File: src/rtl/lcd_text_arbiter.sv
// lcd_text_arbiter
// Shares one lcd_init text sender between N_REQ requesters. A round-robin
// arbiter picks a requester and latches its page. The block then pulses
// sendText and waits for a rising edge on sendingDone. The winner gets an
// ack, or an err if the watchdog expires first. A settle gap always follows.
//
// State table (state | meaning)
//   IDLE      | no transfer; arbitrate among req
//   LATCH     | copy the granted requester's page onto text
//   START     | one-cycle sendText pulse; arm watchdog and done-edge register
//   WAIT_DONE | wait for sendingDone rising edge or watchdog expiry
//   DONE      | one-cycle ack to the winner; advance rr pointer
//   ABORT     | one-cycle err to the winner; advance rr pointer
//   GAP       | settle time before the next grant
//
// Ports
//   CLK          in   system clock, posedge
//   RST_N        in   synchronous reset, active low
//   req          in   level request per requester, held until ack/err
//   req_text     in   page per requester, slot i = [i*8*TEXT_BYTES +: 8*TEXT_BYTES]
//   ack          out  one-cycle pulse, page sent
//   err          out  one-cycle pulse, transfer timed out
//   grant        out  one-hot owner from LATCH through DONE/ABORT
//   busy         out  high in every state except IDLE
//   sendText     out  one-cycle start pulse to lcd_init
//   text         out  latched page, stable while busy
//   sendingDone  in   completion from lcd_init; level or pulse, rising edge used
module lcd_text_arbiter #(
    parameter int N_REQ       = 4,
    parameter int TEXT_BYTES  = 32,
    parameter int TIMEOUT_CYC = 2000000,
    parameter int GAP_CYC     = 1000
) (
    input  logic                          CLK,
    input  logic                          RST_N,
    input  logic [N_REQ-1:0]              req,
    input  logic [N_REQ*8*TEXT_BYTES-1:0] req_text,
    output logic [N_REQ-1:0]              ack,
    output logic [N_REQ-1:0]              err,
    output logic [N_REQ-1:0]              grant,
    output logic                          busy,
    output logic                          sendText,
    output logic [8*TEXT_BYTES-1:0]       text,
    input  logic                          sendingDone
);

    localparam int W    = 8 * TEXT_BYTES;
    localparam int IDXW = (N_REQ > 1) ? $clog2(N_REQ) : 1;
    // The timer also counts out the gap, so it must be wide enough for both.
    localparam int TMAX = (TIMEOUT_CYC > GAP_CYC) ? TIMEOUT_CYC : GAP_CYC;
    localparam int TW   = $clog2(TMAX + 1);

    typedef enum logic [2:0] {
        S_IDLE, S_LATCH, S_START, S_WAIT_DONE, S_DONE, S_ABORT, S_GAP
    } state_t;

    state_t            state, state_next;
    logic [IDXW-1:0]   ptr;
    logic [IDXW-1:0]   gidx;
    logic [TW-1:0]     timer;
    logic [TW-1:0]     timer_inc;
    logic              done_q;
    logic              done_rise;
    logic              pick_found;
    logic [IDXW-1:0]   pick_idx;

    assign timer_inc = timer + TW'(1);
    assign done_rise = sendingDone & ~done_q;

    // Search from ptr upward with wrap. The scan runs in reverse order, so
    // the last hit written is the first requester at or after ptr.
    always_comb begin
        int c;
        pick_found = 1'b0;
        pick_idx   = '0;
        c          = 0;
        for (int k = N_REQ - 1; k >= 0; k--) begin
            c = int'(ptr) + k;
            if (c >= N_REQ) c = c - N_REQ;
            if (req[c]) begin
                pick_found = 1'b1;
                pick_idx   = IDXW'(c);
            end
        end
    end

    always_comb begin
        state_next = state;
        case (state)
            S_IDLE:      if (pick_found) state_next = S_LATCH;
            S_LATCH:     state_next = S_START;
            S_START:     state_next = S_WAIT_DONE;
            // The compare uses the incremented count. ABORT is therefore
            // the TIMEOUT_CYC-th cycle after START. A done edge in the same
            // cycle takes priority.
            S_WAIT_DONE: begin
                if (done_rise)
                    state_next = S_DONE;
                else if (timer_inc == TW'(TIMEOUT_CYC - 1))
                    state_next = S_ABORT;
            end
            S_DONE:      state_next = S_GAP;
            S_ABORT:     state_next = S_GAP;
            S_GAP: begin
                if (GAP_CYC == 0 || timer == TW'(GAP_CYC - 1))
                    state_next = S_IDLE;
            end
            default:     state_next = S_IDLE;
        endcase
    end

    always_comb begin
        busy     = (state != S_IDLE);
        sendText = (state == S_START);
        ack      = (state == S_DONE)  ? grant : '0;
        err      = (state == S_ABORT) ? grant : '0;
    end

    always_ff @(posedge CLK) begin
        if (!RST_N) begin
            state  <= S_IDLE;
            grant  <= '0;
            gidx   <= '0;
            ptr    <= '0;
            text   <= '0;
            timer  <= '0;
            done_q <= 1'b0;
        end else begin
            state <= state_next;
            case (state)
                S_IDLE: begin
                    if (pick_found) begin
                        grant <= N_REQ'(1) << pick_idx;
                        gidx  <= pick_idx;
                    end
                end
                S_LATCH: text <= req_text[gidx*W +: W];
                S_START: begin
                    timer  <= '0;
                    done_q <= sendingDone;
                end
                S_WAIT_DONE: begin
                    timer  <= timer_inc;
                    done_q <= sendingDone;
                end
                S_DONE, S_ABORT: begin
                    ptr   <= (gidx == IDXW'(N_REQ - 1)) ? '0 : gidx + IDXW'(1);
                    grant <= '0;
                    timer <= '0;
                end
                S_GAP:   timer <= timer_inc;
                default: ;
            endcase
        end
    end

endmodule

File: config.mk
export PLATFORM = sky130hd
export DESIGN_NAME = lcd_text_arbiter
export DESIGN_NICKNAME = d
export VERILOG_FILES = /design/src/rtl/lcd_text_arbiter.sv
export SDC_FILE = /design/constraint.sdc
export NUM_CORES = 1
export LEC_CHECK = 0
export BUFFER_PORTS_ARGS = -buffer_cell sky130_fd_sc_hd__buf_2
export CELL_PAD_IN_SITES_DETAIL_PLACEMENT = 1
export CELL_PAD_IN_SITES_GLOBAL_PLACEMENT = 1
export CORE_AREA = 2 2 514 516
export DETAILED_ROUTE_END_ITERATION = 6
export DIE_AREA = 0 0 516 518
export PLACE_DENSITY = 0.33
export SLEW_MARGIN = 10
export SYNTH_ARGS = -nofsm -noshare
export SYNTH_HDL_FRONTEND = slang
export SYNTH_SLANG_ARGS = --single-unit
export TNS_END_PERCENT = 1
File: constraint.sdc
create_clock -name CLK -period 5.65 [get_ports CLK]
set_input_delay 1.13 -clock CLK [delete_from_list [all_inputs] [get_ports CLK]]
set_output_delay 1.13 -clock CLK [all_outputs]
set_load 0.005 [all_outputs]
==> impl_metrics.json <==
{
  "rrSetupSlack_ns": 2.76,
  "yosysTopAreaCell": "dfxtp_1",
  "holdCritPathClass": "flop to flop",
  "area_delta_synth_final_pct": 73.33,
  "hold_viol_final": 0,
  "yosysMostFrequentCell": "nand2_1",
  "dp_cells": 6395,
  "post_cts_buffers": 0,
  "pre_cts_slack_ns": 2.740,
  "start_util_pct": 6.426,
  "period_minus_slack_ns": 3.551,
  "synth.area.top_cells": "dfxtp_1 34%, mux4_2 34%, nand2_1 12%, a21oi_1 8.5%, clkbuf_1 2.7%",
  "cts_buffers": 49,
  "max_stage_delay_ns": 0.57,
  "cp_top_family": "buffers and inverters",
  "grt_max_degree": 121,
  "slew_viol_final": 0,
  "multi_input_area_um2": 10320,
  "grt_first_pass_wirelength_um": 246600,
  "cp-end-kind": "output port",
  "tightest_slew_ns": 1.122,
  "synthFlopType": "dfxtp_1",
  "dieHeight_um": 518,
  "cts_max_level": 2,
  "cts_resized": 0,
  "setup_slack_ns": 2.099,
  "path_class": "flop to output port",
  "synth_fp_nets": 2754,
  "ys_seq_area_share_pct": 34.42,
  "slowest_stage": "dfxtp_1",
  "netlist_instances": 1720,
  "critPathBufInv": 2,
  "dp_hpwl_um": 175500,
  "power_leakage_uw": 0.01143,
  "hold_depth": 2,
  "hold_path_end": "text[227]$_SDFFE_PN0P_",
  "cts_root_buffer": "clkbuf_16",
  "final_layout_size_suffix_gt1_share_pct": 56.28,
  "vdd_drop_max_mv": 0.1917,
  "clock_sinks": 289,
  "worstReg2RegStart": "timer[0]$_SDFFE_PN0P_",
  "detail-route-antenna-nets": 0,
  "holdBufCountCts": 0,
  "place.gp.congestion": 0.9661,
  "grtUsageTotal_pct": 14.34,
  "fin_crit_sh_pct": 62.84,
  "r2r-end": "state[2]$_SDFFE_PN0P_",
  "async_reset_ff_share_pct": 0,
  "regArea_um2": 5793,
  "synth_edf_count": 0,
  "yosysWarnings": 0,
  "dr.pass1.iters": 5,
  "slew_headroom_pct": 25.20,
  "cts_buffer_depth": 3,
  "setup_violations": 0,
  "crit_fanout": 10,
  "die_w_um": 516,
  "rows": 188,
  "grt_pass1_vias": 21510,
  "skew_ns": 0.04507,
  "routedWlPerCell_um": 30.40,
  "synth_top_area_share_pct": 34.42,
  "rsz0062_at_grt": "no",
  "cellPowerDensity_nw_per_um2": 284.8,
  "io_pins": 1301,
  "hp-start": "text[227]$_SDFFE_PN0P_",
  "synth_area_um2": 16810,
  "drt_iter0_drc": 1008,
  "status": "finished, final reports clean",
  "fin_cells": 6540,
  "final_util_pct": 11.14,
  "overflow": 0,
  "required_ns": 4.52,
  "wl_um": 198800,
  "nets": 3965,
  "reg2regPathDepth": 8,
  "die-area_um2": 267300,
  "core_area_um2": 261600,
  "synth_commonest_cells": "539 x nand2_1, 289 x dfxtp_1, 285 x a21oi_1",
  "maxCapViolations": 0,
  "synth_cell_types": 55,
  "numPortBuffers": 1300,
  "tns_ns": 0,
  "arrival_ns": 2.42,
  "vias_per_cell": 3.176,
  "start_kind": "flop",
  "synth.avg_cell_area_um2": 9.772,
  "drc": 0,
  "via_count": 20770,
  "clk_pin_slew_ns": 0.06,
  "clkLatencyLatePin_ns": 0.68,
  "tritoncts": "done",
  "fillers": 31190,
  "fmax_mhz": 281.6,
  "ys_ff_latch": 289,
  "crit_chain": "inv_1 > nor3_1 > buf_2",
  "antenna_found_initial": 222
}
==> report_power, final <==
part	switching [µW]	internal, µW	total, µW
registers	176	2280	2460
clock network	1330	1840	3170
logic	1610	1060	2660
==> flip-flops by register name, summed over array words and instances (netlist names) <==
signal,count
grant,4
state,3
text,256
timer,21
ptr,2
done_q,1
gidx,2
==> cell type report <==
class	instances	share of cell area, %
sequential	289	19.88
multi-input combinational	1256	35.43
tap	3515	15.10
timing repair buffer	1326	23.48
antenna	56	0.4810
inverter	9	0.1417
clock inverter	17	0.7086
clock buffer	72	4.780
==> tightest hold or removal path, delay by kind of cell (launching register included) <==
family          cells  cell delay, ns
flops               1            0.30
simple gates        1            0.05
compound gates      1            0.05
==> kinds of logic after synthesis <==
kind of cell | count (synthesis) | synth area share [%]
AO/OA/AOI/OAI | 341 | 10.71
multiplexers | 256 | 34.30
AND/OR/NAND/NOR | 653 | 15.94
adder cells (fa/ha/maj) | 3 | 0.2234
buffers and inverters | 175 | 4.251
XOR/XNOR | 3 | 0.1564
flip-flops | 289 | 34.42
==> how the worst max path moves through the flow <==
stage                               start                     to  slack, ns  cells past startpoint
floorplan           timer[5]$_SDFFE_PN0P_  state[2]$_SDFFE_PN0P_       3.36                      9
global placement    timer[0]$_SDFFE_PN0P_  state[2]$_SDFFE_PN0P_       2.76                      8
detailed placement  state[1]$_SDFFE_PN0P_               sendText       2.74                      3
CTS                 state[1]$_SDFFE_PN0P_               sendText       1.93                      3
global route        state[1]$_SDFFE_PN0P_               sendText       1.87                      3
finish              state[1]$_SDFFE_PN0P_               sendText       2.10                      3
==> stage by stage <==
| stage | power (µW) | hold WS [ns] | area [µm²] |
|---|---|---|---|
| 2_1_floorplan | 3624 | 0.4527 | 16810 |
| 3_3_place_gp | 5287 | 0.4405 | 27390 |
| 3_5_place_dp | 5296 | 0.4466 | 27390 |
| 4_1_cts | 8639 | 0.4557 | 28990 |
| 5_1_grt | 8805 | 0.4695 | 29030 |
| 6_report | 8296 | 0.4514 | 29130 |
==> placed cells by master (no fill, tap or decap), drive strengths merged, types with 3 or more instances in the layout <==
| master | n |
|---|---|
| buf | 1326 |
| nand2 | 539 |
| dfxtp | 289 |
| a21oi | 285 |
| mux4 | 256 |
| clkbuf | 72 |
| diode | 56 |
| nor2 | 36 |
| o21ai | 24 |
| nor3 | 12 |
| inv | 12 |
| nand3 | 10 |
| nor4 | 8 |
| nand4 | 8 |
| and3 | 7 |
| a22oi | 6 |
| clkinv | 6 |
| nor2b | 5 |
| and2 | 5 |
| o21a | 5 |
| clkinvlp | 5 |
| nand2b | 5 |
| a21o | 4 |
| or3 | 3 |
| nand4b | 3 |
| ha | 3 |
| bufinv | 3 |
| or4 | 3 |
==> metal layers <==
layer,wire [µm],vias to the layer above,share of wire (%),GRT usage [%]
met1,71100,10200,36,15.01
met3,24970,416,13,7.717
met2,95990,1194,48,24.97
met4,5830,142,2.9,3.311
li1,-,8819,-,-
met5,923,-,0.46,0
No activity file was read; power rests on OpenSTA's default activity.
